[src/rtl/pipe_pkg.sv]
// Shared widths and reset constants for the inter-stage pipeline registers
// of the 5-stage 16-bit core.
package pipe_pkg;
    localparam int DATA_W     = 16;
    localparam int REG_ADDR_W = 3;
    localparam logic [DATA_W-1:0] NOP_INSTR = 16'h0800;

    // Encoded control field widths: ALUCtrl/SetCtrl, and BSrc/BranchCtrl/RegSrc
    localparam int CTRL3_W = 3;
    localparam int CTRL2_W = 2;
endpackage

[src/rtl/pipe_reg.sv]
// One pipeline field: a D flip-flop with a synchronous, parameterised reset value.
module pipe_reg
    import pipe_pkg::*;
#(
    parameter int           W       = DATA_W,
    parameter logic [W-1:0] RST_VAL = '0
) (
    input  logic         clk,
    input  logic         rst,
    input  logic [W-1:0] d,
    output logic [W-1:0] q
);
    always_ff @(posedge clk) begin
        if (rst) begin
            q <= RST_VAL;
        end else begin
            q <= d;
        end
    end
endmodule

[src/rtl/pipeline_latches.sv]
// IF/ID, ID/EX and EX/MEM pipeline registers; each field is an independent
// one-cycle delay with a bubble as its reset value.
module pipeline_latches
    import pipe_pkg::CTRL3_W;
    import pipe_pkg::CTRL2_W;
#(
    parameter int                DATA_W     = pipe_pkg::DATA_W,
    parameter int                REG_ADDR_W = pipe_pkg::REG_ADDR_W,
    parameter logic [DATA_W-1:0] NOP_INSTR  = pipe_pkg::NOP_INSTR
) (
    input  logic                  clk,
    input  logic                  rst,
    input  logic [DATA_W-1:0]     ifid_pc2_in,
    input  logic [DATA_W-1:0]     ifid_instruction_in,
    output logic [DATA_W-1:0]     ifid_pc2_out,
    output logic [DATA_W-1:0]     ifid_instruction_out,
    input  logic [DATA_W-1:0]     idex_pc2_in,
    input  logic [DATA_W-1:0]     idex_ReadData1_in,
    input  logic [DATA_W-1:0]     idex_ReadData2_in,
    input  logic [DATA_W-1:0]     idex_fourExtend_in,
    input  logic [DATA_W-1:0]     idex_sevenExtend_in,
    input  logic [DATA_W-1:0]     idex_shifted_in,
    input  logic [DATA_W-1:0]     idex_word_align_jump_in,
    input  logic [CTRL3_W-1:0]    idex_ALUCtrl_in,
    input  logic [CTRL3_W-1:0]    idex_SetCtrl3_in,
    input  logic [REG_ADDR_W-1:0] idex_write_reg_in,
    input  logic [CTRL2_W-1:0]    idex_BSrc_in,
    input  logic [CTRL2_W-1:0]    idex_BranchCtrl_in,
    input  logic [CTRL2_W-1:0]    idex_RegSrc_in,
    input  logic                  idex_InvA_in,
    input  logic                  idex_InvB_in,
    input  logic                  idex_branch_in,
    input  logic                  idex_SLBI_in,
    input  logic                  idex_BTR_in,
    input  logic                  idex_MemWrt_in,
    input  logic                  idex_ALUJMP_in,
    input  logic                  idex_PC_or_add_in,
    input  logic                  idex_halt_in,
    input  logic                  idex_RegWrt_in,
    output logic [DATA_W-1:0]     idex_pc2_out,
    output logic [DATA_W-1:0]     idex_ReadData1_out,
    output logic [DATA_W-1:0]     idex_ReadData2_out,
    output logic [DATA_W-1:0]     idex_fourExtend_out,
    output logic [DATA_W-1:0]     idex_sevenExtend_out,
    output logic [DATA_W-1:0]     idex_shifted_out,
    output logic [DATA_W-1:0]     idex_word_align_jump_out,
    output logic [CTRL3_W-1:0]    idex_ALUCtrl_out,
    output logic [CTRL3_W-1:0]    idex_SetCtrl3_out,
    output logic [REG_ADDR_W-1:0] idex_write_reg_out,
    output logic [CTRL2_W-1:0]    idex_BSrc_out,
    output logic [CTRL2_W-1:0]    idex_BranchCtrl_out,
    output logic [CTRL2_W-1:0]    idex_RegSrc_out,
    output logic                  idex_InvA_out,
    output logic                  idex_InvB_out,
    output logic                  idex_branch_out,
    output logic                  idex_SLBI_out,
    output logic                  idex_BTR_out,
    output logic                  idex_MemWrt_out,
    output logic                  idex_ALUJMP_out,
    output logic                  idex_PC_or_add_out,
    output logic                  idex_halt_out,
    output logic                  idex_RegWrt_out,
    input  logic [DATA_W-1:0]     exmem_ALU_in,
    input  logic [DATA_W-1:0]     exmem_BInput_in,
    input  logic [DATA_W-1:0]     exmem_SgnExt_in,
    input  logic [DATA_W-1:0]     exmem_readData2_in,
    input  logic [DATA_W-1:0]     exmem_pc2_in,
    input  logic [DATA_W-1:0]     exmem_sevenext_in,
    input  logic [REG_ADDR_W-1:0] exmem_write_reg_in,
    input  logic [CTRL2_W-1:0]    exmem_RegSrc_in,
    input  logic                  exmem_branchtake_in,
    input  logic                  exmem_branch_in,
    input  logic                  exmem_PC_or_add_in,
    input  logic                  exmem_ALUJmp_in,
    input  logic                  exmem_MemWrt_in,
    input  logic                  exmem_halt_in,
    input  logic                  exmem_RegWrt_in,
    output logic [DATA_W-1:0]     exmem_ALU_out,
    output logic [DATA_W-1:0]     exmem_BInput_out,
    output logic [DATA_W-1:0]     exmem_SgnExt_out,
    output logic [DATA_W-1:0]     exmem_readData2_out,
    output logic [DATA_W-1:0]     exmem_pc2_out,
    output logic [DATA_W-1:0]     exmem_sevenext_out,
    output logic [REG_ADDR_W-1:0] exmem_write_reg_out,
    output logic [CTRL2_W-1:0]    exmem_RegSrc_out,
    output logic                  exmem_branchtake_out,
    output logic                  exmem_branch_out,
    output logic                  exmem_PC_or_add_out,
    output logic                  exmem_ALUJmp_out,
    output logic                  exmem_MemWrt_out,
    output logic                  exmem_halt_out,
    output logic                  exmem_RegWrt_out
);
    // IF/ID: instruction resets to NOP because all-zero decodes as HALT
    pipe_reg #(.W(DATA_W)) u_ifid_pc2 (.clk(clk), .rst(rst), .d(ifid_pc2_in), .q(ifid_pc2_out));
    pipe_reg #(.W(DATA_W), .RST_VAL(NOP_INSTR)) u_ifid_instruction (.clk(clk), .rst(rst), .d(ifid_instruction_in), .q(ifid_instruction_out));

    // ID/EX
    pipe_reg #(.W(DATA_W)) u_idex_pc2 (.clk(clk), .rst(rst), .d(idex_pc2_in), .q(idex_pc2_out));
    pipe_reg #(.W(DATA_W)) u_idex_read_data1 (.clk(clk), .rst(rst), .d(idex_ReadData1_in), .q(idex_ReadData1_out));
    pipe_reg #(.W(DATA_W)) u_idex_read_data2 (.clk(clk), .rst(rst), .d(idex_ReadData2_in), .q(idex_ReadData2_out));
    pipe_reg #(.W(DATA_W)) u_idex_four_extend (.clk(clk), .rst(rst), .d(idex_fourExtend_in), .q(idex_fourExtend_out));
    pipe_reg #(.W(DATA_W)) u_idex_seven_extend (.clk(clk), .rst(rst), .d(idex_sevenExtend_in), .q(idex_sevenExtend_out));
    pipe_reg #(.W(DATA_W)) u_idex_shifted (.clk(clk), .rst(rst), .d(idex_shifted_in), .q(idex_shifted_out));
    pipe_reg #(.W(DATA_W)) u_idex_word_align_jump (.clk(clk), .rst(rst), .d(idex_word_align_jump_in), .q(idex_word_align_jump_out));
    pipe_reg #(.W(CTRL3_W)) u_idex_alu_ctrl (.clk(clk), .rst(rst), .d(idex_ALUCtrl_in), .q(idex_ALUCtrl_out));
    pipe_reg #(.W(CTRL3_W)) u_idex_set_ctrl3 (.clk(clk), .rst(rst), .d(idex_SetCtrl3_in), .q(idex_SetCtrl3_out));
    pipe_reg #(.W(REG_ADDR_W)) u_idex_write_reg (.clk(clk), .rst(rst), .d(idex_write_reg_in), .q(idex_write_reg_out));
    pipe_reg #(.W(CTRL2_W)) u_idex_bsrc (.clk(clk), .rst(rst), .d(idex_BSrc_in), .q(idex_BSrc_out));
    pipe_reg #(.W(CTRL2_W)) u_idex_branch_ctrl (.clk(clk), .rst(rst), .d(idex_BranchCtrl_in), .q(idex_BranchCtrl_out));
    pipe_reg #(.W(CTRL2_W)) u_idex_reg_src (.clk(clk), .rst(rst), .d(idex_RegSrc_in), .q(idex_RegSrc_out));
    pipe_reg #(.W(1)) u_idex_inv_a (.clk(clk), .rst(rst), .d(idex_InvA_in), .q(idex_InvA_out));
    pipe_reg #(.W(1)) u_idex_inv_b (.clk(clk), .rst(rst), .d(idex_InvB_in), .q(idex_InvB_out));
    pipe_reg #(.W(1)) u_idex_branch (.clk(clk), .rst(rst), .d(idex_branch_in), .q(idex_branch_out));
    pipe_reg #(.W(1)) u_idex_slbi (.clk(clk), .rst(rst), .d(idex_SLBI_in), .q(idex_SLBI_out));
    pipe_reg #(.W(1)) u_idex_btr (.clk(clk), .rst(rst), .d(idex_BTR_in), .q(idex_BTR_out));
    pipe_reg #(.W(1)) u_idex_mem_wrt (.clk(clk), .rst(rst), .d(idex_MemWrt_in), .q(idex_MemWrt_out));
    pipe_reg #(.W(1)) u_idex_alu_jmp (.clk(clk), .rst(rst), .d(idex_ALUJMP_in), .q(idex_ALUJMP_out));
    pipe_reg #(.W(1)) u_idex_pc_or_add (.clk(clk), .rst(rst), .d(idex_PC_or_add_in), .q(idex_PC_or_add_out));
    pipe_reg #(.W(1)) u_idex_halt (.clk(clk), .rst(rst), .d(idex_halt_in), .q(idex_halt_out));
    pipe_reg #(.W(1)) u_idex_reg_wrt (.clk(clk), .rst(rst), .d(idex_RegWrt_in), .q(idex_RegWrt_out));

    // EX/MEM
    pipe_reg #(.W(DATA_W)) u_exmem_alu (.clk(clk), .rst(rst), .d(exmem_ALU_in), .q(exmem_ALU_out));
    pipe_reg #(.W(DATA_W)) u_exmem_binput (.clk(clk), .rst(rst), .d(exmem_BInput_in), .q(exmem_BInput_out));
    pipe_reg #(.W(DATA_W)) u_exmem_sgn_ext (.clk(clk), .rst(rst), .d(exmem_SgnExt_in), .q(exmem_SgnExt_out));
    pipe_reg #(.W(DATA_W)) u_exmem_read_data2 (.clk(clk), .rst(rst), .d(exmem_readData2_in), .q(exmem_readData2_out));
    pipe_reg #(.W(DATA_W)) u_exmem_pc2 (.clk(clk), .rst(rst), .d(exmem_pc2_in), .q(exmem_pc2_out));
    pipe_reg #(.W(DATA_W)) u_exmem_sevenext (.clk(clk), .rst(rst), .d(exmem_sevenext_in), .q(exmem_sevenext_out));
    pipe_reg #(.W(REG_ADDR_W)) u_exmem_write_reg (.clk(clk), .rst(rst), .d(exmem_write_reg_in), .q(exmem_write_reg_out));
    pipe_reg #(.W(CTRL2_W)) u_exmem_reg_src (.clk(clk), .rst(rst), .d(exmem_RegSrc_in), .q(exmem_RegSrc_out));
    pipe_reg #(.W(1)) u_exmem_branchtake (.clk(clk), .rst(rst), .d(exmem_branchtake_in), .q(exmem_branchtake_out));
    pipe_reg #(.W(1)) u_exmem_branch (.clk(clk), .rst(rst), .d(exmem_branch_in), .q(exmem_branch_out));
    pipe_reg #(.W(1)) u_exmem_pc_or_add (.clk(clk), .rst(rst), .d(exmem_PC_or_add_in), .q(exmem_PC_or_add_out));
    pipe_reg #(.W(1)) u_exmem_alu_jmp (.clk(clk), .rst(rst), .d(exmem_ALUJmp_in), .q(exmem_ALUJmp_out));
    pipe_reg #(.W(1)) u_exmem_mem_wrt (.clk(clk), .rst(rst), .d(exmem_MemWrt_in), .q(exmem_MemWrt_out));
    pipe_reg #(.W(1)) u_exmem_halt (.clk(clk), .rst(rst), .d(exmem_halt_in), .q(exmem_halt_out));
    pipe_reg #(.W(1)) u_exmem_reg_wrt (.clk(clk), .rst(rst), .d(exmem_RegWrt_in), .q(exmem_RegWrt_out));
endmodule

[config.mk]
export PLATFORM = sky130hd
export DESIGN_NAME = pipeline_latches
export DESIGN_NICKNAME = d
export VERILOG_FILES = /design/src/rtl/pipe_pkg.sv /design/src/rtl/pipe_reg.sv /design/src/rtl/pipeline_latches.sv
export SDC_FILE = /design/constraint.sdc
export NUM_CORES = 1
export LEC_CHECK = 0
export BUFFER_PORTS_ARGS = -buffer_cell sky130_fd_sc_hd__clkbuf_2
export CORE_AREA = 4 4 216 218
export CTS_BUF_LIST = sky130_fd_sc_hd__clkbuf_16
export DETAILED_ROUTE_END_ITERATION = 10
export DIE_AREA = 0 0 220 222
export SLEW_MARGIN = 20
export SYNTH_ARGS = -nofsm -noshare
export SYNTH_HDL_FRONTEND = slang
export SYNTH_HIERARCHICAL = 1
export SYNTH_SLANG_ARGS = --single-unit
[constraint.sdc]
create_clock -name clk -period 1.52 [get_ports clk]
set_input_delay 0.152 -clock clk [delete_from_list [all_inputs] [get_ports clk]]
set_output_delay 0.152 -clock clk [all_outputs]
set_load 0.05 [all_outputs]
==> results of run 1 <==
==> where the power goes <==
part           internal, mW  switching, mW  leakage [nW]
clock                  4.02           2.97         0.478
sequential             7.66          0.122          2.31
combinational          1.32           2.06          4.77
total                  13.0           5.16          7.56
==> stage by stage <==
step / cells / util / cell area, µm² / worst slack, ns / hold slack (ns)
after floorplan: 569 / - / 8035 / 0.7807 / 0.2163
after global placement: 1730 / 0.2592 / 11640 / 0.3893 / 0.3397
after detailed placement: 1730 / 0.2592 / 11640 / 0.3649 / 0.3386
after CTS: 2074 / 0.3447 / 15480 / 0.04758 / 0.03402
after global routing: 2074 / 0.3447 / 15480 / 0.04884 / 0.04946
final: 2074 / 0.3447 / 15480 / 0.1053 / 0.05077
==> metal layers <==
metal	up-vias	GRT usage
met5	-	0
met4	0	0.04943
met1	3272	0.1112
met3	76	0.03481
met2	367	0.2219
li1	3491	-
==> how the worst min path moves through the flow <==
stage | startpoint | to | cells past startpoint
after floorplan | rst | u_exmem_alu_jmp/q | 1
after global placement | ifid_instruction_in[11] | u_ifid_instruction/q[11] | 2
after detailed placement | ifid_instruction_in[11] | u_ifid_instruction/q[11] | 2
after CTS | rst | u_exmem_binput/q[13] | 2
after global routing | rst | u_exmem_binput/q[13] | 2
final | rst | u_ifid_pc2/q[13] | 2
==> sequential cells by signal, summed over array words and instances (netlist names), 16 cells and up <==
signal	flops
u_idex_read_data1/q	16
u_ifid_instruction/q	16
u_exmem_sgn_ext/q	16
u_exmem_read_data2/q	16
u_idex_read_data2/q	16
u_exmem_alu/q	16
u_idex_shifted/q	16
u_idex_seven_extend/q	16
u_exmem_binput/q	16
u_idex_word_align_jump/q	16
u_exmem_pc2/q	16
u_idex_four_extend/q	16
u_exmem_sevenext/q	16
u_ifid_pc2/q	16
u_idex_pc2/q	16
==> cell families (layout without fill, tap and decap cells) <==
| group | Yosys count | in the layout | share of synthesized area |
|---|---|---|---|
| buffers and inverters | 15 | 920 | 0.02102 |
| DFF | 277 | 277 | 0.6901 |
| and+or+nand+nor | 277 | 277 | 0.2889 |
==> final cells by class <==
class	count	share of cell area
Clock buffer	31	0.05013
Clock inverter	24	0.01100
Multi-Input combinational cell	277	0.1500
Sequential cell	277	0.3583
Tap cell	600	0.04851
Timing Repair Buffer	865	0.3821
==> cell usage after synthesis <==
cell type	count
dfxtp_1	277
nor2b_2	98
and2b_2	84
nor2b_1	73
nor2b_4	17
buf_6	15
and2b_1	4
or2_1	1
==> metrics.txt, run 1 <==
status finished clean; number of warning messages in the yosys log 6; most common cell after layout, fill and taps aside clkbuf_2; post-cts hold buffer count 289; Die Wd 220 µm; CP required 1.37 ns; Setup Buffers After CTS 0; largest net degree at the start of global routing 47; share of the synthesized area in the top cell type 0.6901; Setup crit start kind flop; clock period minus worst slack 1.415 ns; RSZ-0062 raised after global routing false; clk sink count 277; Max clock buf depth 3; die area 48840 µm²; Buffers & Inverters on Critical Path 1; routed length on met2 15880 µm; final RePlAce weighted congestion 0.8074; Worst path depth 1; Slew @ Worst Pin 0.3438 ns; hold crit path type in2reg; DR top layer met4; synthesized cell area 8035 µm²; first-pass GRT wire length 44070 µm; H-tree depth 1; via count 7206; crit path DAT 1.26 ns; DRC viols 0; leak pwr 7.557 nW; row cnt 78; peak supply drop 777.8 µV; placed wire-length estimate 20100 µm; post-synthesis sequential area ratio 0.6901; core footprint 44890 µm²; part of the cycle the worst path needs 0.9307; Critical Path Source u_idex_four_extend/q[13]; die height 222 µm; drt pass-1 iters 4; CTS tree built; CTS root buf clkbuf_16; Rel. slew slack 0.7718; grt ovf 0; IO Port Bufs 555; initial core utilization 0.1790; Synth Register Bits 277; filler cell count 4339; cell count after synthesis 569; CP max stage delay 0.40 ns; all-layer global routing usage 0.1151; met1 WL 10420 µm; top cells by area, synth dfxtp_1 (69%), nor2b_2 (11%), and2b_2 (9.2%); CP delay by family, top flip-flops; # IOs 556; Final Hold Vio Count 0; worst path cell trace clkbuf_2; setup TNS 0 ns; WL/cell 14.59 µm; Pins Over Slew Limit 0; PwrDens 1173 nW/µm²; CTS Buf Count 30; routed wire length 30260 µm; Ant. Diodes 0; Gates resized, CTS repair 0; Crit Path Max Fanout 1; flip-flop and latch area 5545 µm²; Crit-path slowest cell dfxtp_1; Final Setup Violations 0; Detail Route Antenna Nets 0; most frequent cells in the layout clkbuf_2 (554), dlygate4sd3_1 (289), dfxtp_1 (277); Multi-input gate area 2321 µm²; critical path class reg2out; Vias/cell 3.474; Post-Syn Nets 848; CP Capture Point idex_fourExtend_out[13]; Reg clk slew, reported paths 0.06 ns; initial antenna violation count 0; fmax 706.9 MHz; Crit. End Element output pin; syn_area_per_cell 14.12 µm²; area delta synth->final 92.60%; Final nets 1730; met3 WL 2800 µm; Iteration-0 DRC Markers 99; share of cells above drive strength 1 0.5550; vias in the first global route 8159; count of unique library cells instantiated by Yosys 8; Power Total 18.15 mW; # Max-Cap Violations 0; Synth area leader dfxtp_1
Note: power is estimated with default switching activity, not from simulation.
==> inputs of run 2 (changes only) <==
--- a/config.mk
+++ b/config.mk
@@ -6,10 +6,11 @@
 export NUM_CORES = 1
 export LEC_CHECK = 0
 export BUFFER_PORTS_ARGS = -buffer_cell sky130_fd_sc_hd__clkbuf_2
-export CORE_AREA = 4 4 216 218
+export CORE_AREA = 4 4 213 215
 export CTS_BUF_LIST = sky130_fd_sc_hd__clkbuf_16
 export DETAILED_ROUTE_END_ITERATION = 10
-export DIE_AREA = 0 0 220 222
+export DIE_AREA = 0 0 217 219
+export HOLD_SLACK_MARGIN = 0.12
 export SLEW_MARGIN = 20
 export SYNTH_ARGS = -nofsm -noshare
 export SYNTH_HDL_FRONTEND = slang
==> run 2 against run 1 <==
Compared with the run above:
- worst hold slack better by 0.096 ns
- via count is 0.32% higher
- global-route usage is 0.085 points higher
- sequential power about the same
- core utilization rose by 0.86 points
- combinational power is essentially flat
- largest power group unchanged
- cell area is 0.15% lower
- highest routed layer is now met5
- clock power down 12%
- critical path depth unchanged
- cell count grew 0.14%
==> metrics.txt, run 2 (synthesis results as in run 1) <==
status finished clean; Buffers & Inverters on Critical Path 1 (unchanged); PwrDens 1120 nW/µm² (-4.5%); all-layer global routing usage 0.1159 (+0.0008483); CTS Buf Count 29 (-3.3%); initial antenna violation count 2 (+2); setup TNS 0 ns (unchanged); # placed instances 1727 (-0.17%); crit path DAT 1.27 ns (about the same); Reg clk slew, reported paths 0.06 ns (about the same); Vias/cell 3.481 (+0.17%); Max clock buf depth 3 (unchanged); die area 47520 µm² (-2.7%); initial core utilization 0.1837 (+0.004721); WL/cell 14.18 µm (-2.8%); Setup crit start kind flop; Slew @ Worst Pin 0.4493 ns (+0.1055 ns); H-tree depth 1 (unchanged); row cnt 77 (-1.3%); Final nets 1747 (+0.98%); Pins Over Slew Limit 0 (unchanged); routed wire length 29460 µm (-2.6%); IO Port Bufs 555 (unchanged); RSZ-0062 raised after global routing false; worst path cell trace clkbuf_2; CP delay by family, top flip-flops; # IOs 556 (unchanged); CTS root buf clkbuf_16; CTS tree built; Crit-path slowest cell dfxtp_1; clock period minus worst slack 1.419 ns (+0.003860 ns); grt ovf 0 (unchanged); die height 219 µm (-1.4%); Rel. slew slack 0.7018 (-0.07002); critical path class reg2out; peak supply drop 644.7 µV (-17%); hold crit path type in2reg; # Max-Cap Violations 0 (unchanged); vias in the first global route 7919 (-2.9%); hold_ws 0.1469 ns (+0.09613 ns); non-filler instance count after layout 2077 (+0.14%); Final Hold Vio Count 0 (unchanged); Iteration-0 DRC Markers 232 (+130%); most frequent cells in the layout clkbuf_2 (554), dlygate4sd3_1 (302), dfxtp_1 (277); most common cell after layout, fill and taps aside clkbuf_2; via count 7229 (+0.32%); area delta synth->final 92.32%; CP max stage delay 0.41 ns (about the same); fmax 704.9 MHz (-0.27%); clk sink count 277 (unchanged); Crit Path Max Fanout 1 (unchanged); filler cell count 4247 (-2.1%); Detail Route Antenna Nets 0 (unchanged); Final Setup Violations 0 (unchanged); fin util 0.3533 (+0.008578); Place WS 0.3937 ns (+0.02880 ns); placed wire-length estimate 19700 µm (-2.0%); first-pass GRT wire length 43340 µm (-1.7%); Crit. End Element output pin; Die Wd 217 µm (-1.4%); core footprint 43740 µm² (-2.6%); largest net degree at the start of global routing 49 (+4.3%); leak pwr 7.582 nW (+0.33%); Setup Buffers After CTS 0 (unchanged); drt pass-1 iters 4 (unchanged); share of cells above drive strength 1 0.5468 (-0.008151); Worst Slack Setup Final 0.1014 ns (-0.003860 ns); DRC viols 0 (unchanged); part of the cycle the worst path needs 0.9333 (+0.002539); Ant. Diodes 0 (unchanged); final RePlAce weighted congestion 0.7532 (-6.7%); CP required 1.37 ns (about the same)
[run 2: cell count changes in the layout (fill, tap and decap cells not counted), sizes merged, moves of 2 or more]
cell         previous run  this run
dlygate4sd3           289       302
buf                    22        27
clkinv                 14        10
bufinv                  2         0
clkbuf                585       583
inv                     6         8
[run 2: what timing repair did]
action | 4_1_cts | 5_1_grt
hold buffers | 302 | 0
hold endpoints to repair | 277 | 0
resized for setup | 0 | 0
setup endpoints to repair | 0 | 0
[run 2: final cells by class]
class | count | area, µm² | share of cell area
well taps | 592 | 740.7 | 0.04793
multi-input cells | 277 | 2321 | 0.1502
clock buffers | 29 | 725.7 | 0.04696
repair buffers | 883 | 6043 | 0.3911
clock inverters | 19 | 77.57 | 0.005020
flip-flops and latches | 277 | 5545 | 0.3588
[run 2: stage by stage]
stage	instance area [µm²]	power (mW)
finish	15450	17.31
global route	15450	18.04
CTS	15450	17.53
detailed placement	11630	10.68
global placement	11630	10.67
floorplan	8035	9.743
[run 2: worst paths after layout]
path | startpoint | endpoint | cells past startpoint
worst max-delay path | u_idex_read_data1/q[13] | idex_ReadData1_out[13] | 1
worst min-delay path | rst | u_idex_read_data2/q[4] | 3
[run 2: per-layer routing]
layer | vias to the layer above | wire [µm] | GRT usage
met1 | 3273 | 10760 | 0.1255
met5 | - | 18 | 0
met3 | 62 | 2881 | 0.03988
met4 | 2 | 959 | 0.04410
li1 | 3525 | - | -
met2 | 367 | 14840 | 0.2088
[run 2: where the power goes]
group / internal [mW] / switching, mW / total, mW
Sequential: 7.66 / 0.126 / 7.78
Combinational: 1.34 / 2.06 / 3.40
Clock: 3.40 / 2.74 / 6.14
Total: 12.4 / 4.92 / 17.3
[run 2: tightest hold or removal path, stage by stage]
cell,delay (ns)
buf_8,0.19
buf_12,0.20
nor2b_2,0.10
==> inputs of run 3 (changes only) <==
--- a/config.mk
+++ b/config.mk
@@ -5,11 +5,11 @@
 export SDC_FILE = /design/constraint.sdc
 export NUM_CORES = 1
 export LEC_CHECK = 0
-export BUFFER_PORTS_ARGS = -buffer_cell sky130_fd_sc_hd__clkbuf_2
 export CORE_AREA = 4 4 213 215
 export CTS_BUF_LIST = sky130_fd_sc_hd__clkbuf_16
 export DETAILED_ROUTE_END_ITERATION = 10
 export DIE_AREA = 0 0 217 219
+export DONT_BUFFER_PORTS = 1
 export HOLD_SLACK_MARGIN = 0.12
 export SLEW_MARGIN = 20
 export SYNTH_ARGS = -nofsm -noshare
==> run 3 against run 2 <==
Compared with the run above:
- the run now fails in clock tree synthesis (4_1_cts)
- synthesized area is the same
- synthesized cell count unchanged
==> metrics.txt, run 3 <==
share of the synthesized area in the top cell type 0.6901 (unchanged); Synth top cells by count dfxtp_1 (277), nor2b_2 (98), and2b_2 (84), nor2b_1 (73), nor2b_4 (17); Max clock buf depth 3 (unchanged); synthesized cell area 8035 µm² (unchanged); Gates resized, CTS repair 0 (unchanged); number of warning messages in the yosys log 6 (unchanged); initial core utilization 0.1837 (unchanged); top cells by area, synth dfxtp_1 (69%), nor2b_2 (11%), and2b_2 (9.2%); cell count after synthesis 569 (unchanged); Stopped at clock tree synthesis (4_1_cts); post-cts hold buffer count 240 (-21%); Setup Buffers After CTS 0 (unchanged); Main synth FF type dfxtp_1; placed wire-length estimate 16050 µm (-19%); syn_area_per_cell 14.12 µm² (unchanged); Die Wd 217 µm (unchanged); Synth area leader dfxtp_1; status did not finish; Post-Syn Nets 848 (unchanged); clk sink count 277 (unchanged); Synth Register Bits 277 (unchanged); die height 219 µm (unchanged); post-synthesis sequential area ratio 0.6901 (unchanged); Error [ERROR RSZ-0060] Max buffer count reached.; CTS root buf clkbuf_16; row cnt 77 (unchanged); most frequent cell after synthesis dfxtp_1; Post-synth ARST share 0 (unchanged); # IOs 556 (unchanged); IO Port Bufs 0 (-100%); Post-synth EDFFs 0 (unchanged); final RePlAce weighted congestion 0.7543 (+0.15%); Place WS 0.6563 ns (+0.2625 ns); CTS Buf Count 28 (-3.4%); count of unique library cells instantiated by Yosys 8 (unchanged); H-tree depth 1 (unchanged)
run 3: cell counts after synthesis:
No cell type changed its count.
run 3: per-stage QoR:
stage | cells | util | instance area, µm²
floorplan | 569 | - | 8035
detailed placement | 1146 | 0.1968 | 8607
global placement | 1146 | 0.1968 | 8607
run 3: kinds of logic after synthesis:
kind of cell | share of synthesized area
flip-flops | 0.6901
AND/OR/NAND/NOR | 0.2889
buffers and inverters | 0.02102
==> inputs of run 4 (changes only) <==
--- a/config.mk
+++ b/config.mk
@@ -5,12 +5,11 @@
 export SDC_FILE = /design/constraint.sdc
 export NUM_CORES = 1
 export LEC_CHECK = 0
-export CORE_AREA = 4 4 213 215
-export CTS_BUF_LIST = sky130_fd_sc_hd__clkbuf_16
+export CORE_AREA = 4 4 212 214
 export DETAILED_ROUTE_END_ITERATION = 10
-export DIE_AREA = 0 0 217 219
+export DIE_AREA = 0 0 216 218
 export DONT_BUFFER_PORTS = 1
-export HOLD_SLACK_MARGIN = 0.12
+export PLACE_DENSITY_LB_ADDON = 0.15
 export SLEW_MARGIN = 20
 export SYNTH_ARGS = -nofsm -noshare
 export SYNTH_HDL_FRONTEND = slang
==> run 4 against run 3 <==
Compared with the run above:
- the run again fails in clock tree synthesis (4_1_cts)
- synthesized area unchanged
- synthesized cell count stayed put
==> metrics.txt, run 4 <==
status did not finish; Stopped at clock tree synthesis (4_1_cts); Error [ERROR RSZ-0060] Max buffer count reached.; post-synthesis sequential area ratio 0.6901 (unchanged); share of the synthesized area in the top cell type 0.6901 (unchanged); placed wire-length estimate 17230 µm (+7.3%); number of warning messages in the yosys log 6 (unchanged); most frequent cell after synthesis dfxtp_1; Gates resized, CTS repair 2 (+2); Die Wd 216 µm (-0.46%); post-cts hold buffer count 241 (+0.42%); die height 218 µm (-0.46%); count of unique library cells instantiated by Yosys 8 (unchanged); Place WS 0.6145 ns (-0.04175 ns); H-tree depth 1 (unchanged); # IOs 556 (unchanged); Post-Syn Nets 848 (unchanged); clk sink count 277 (unchanged); row cnt 76 (-1.3%); Setup Buffers After CTS 0 (unchanged); top cells by area, synth dfxtp_1 (69%), nor2b_2 (11%), and2b_2 (9.2%); IO Port Bufs 0 (unchanged); initial core utilization 0.1874 (+0.003655); cell count after synthesis 569 (unchanged); Post-synth ARST share 0 (unchanged); synthesized cell area 8035 µm² (unchanged); Max clock buf depth 3 (unchanged); syn_area_per_cell 14.12 µm² (unchanged); Synth Register Bits 277 (unchanged); Synth top cells by count dfxtp_1 (277), nor2b_2 (98), and2b_2 (84), nor2b_1 (73), nor2b_4 (17); Synth area leader dfxtp_1; CTS root buf clkbuf_16; Post-synth EDFFs 0 (unchanged); CTS Buf Count 31 (+11%); final RePlAce weighted congestion 0.7603 (+0.80%); Main synth FF type dfxtp_1
run 4: cell counts after synthesis:
No cell type changed its count.
run 4: through the flow:
stage	instance area, µm²	cells	utilization
2_1_floorplan	8035	569	-
3_5_place_dp	8598	1139	0.2005
3_3_place_gp	8598	1139	0.2005
run 4: cells by family after synthesis:
family,count (synthesis),share of synthesized area
buffers and inverters,15,0.02102
and+or+nand+nor,277,0.2889
DFF,277,0.6901
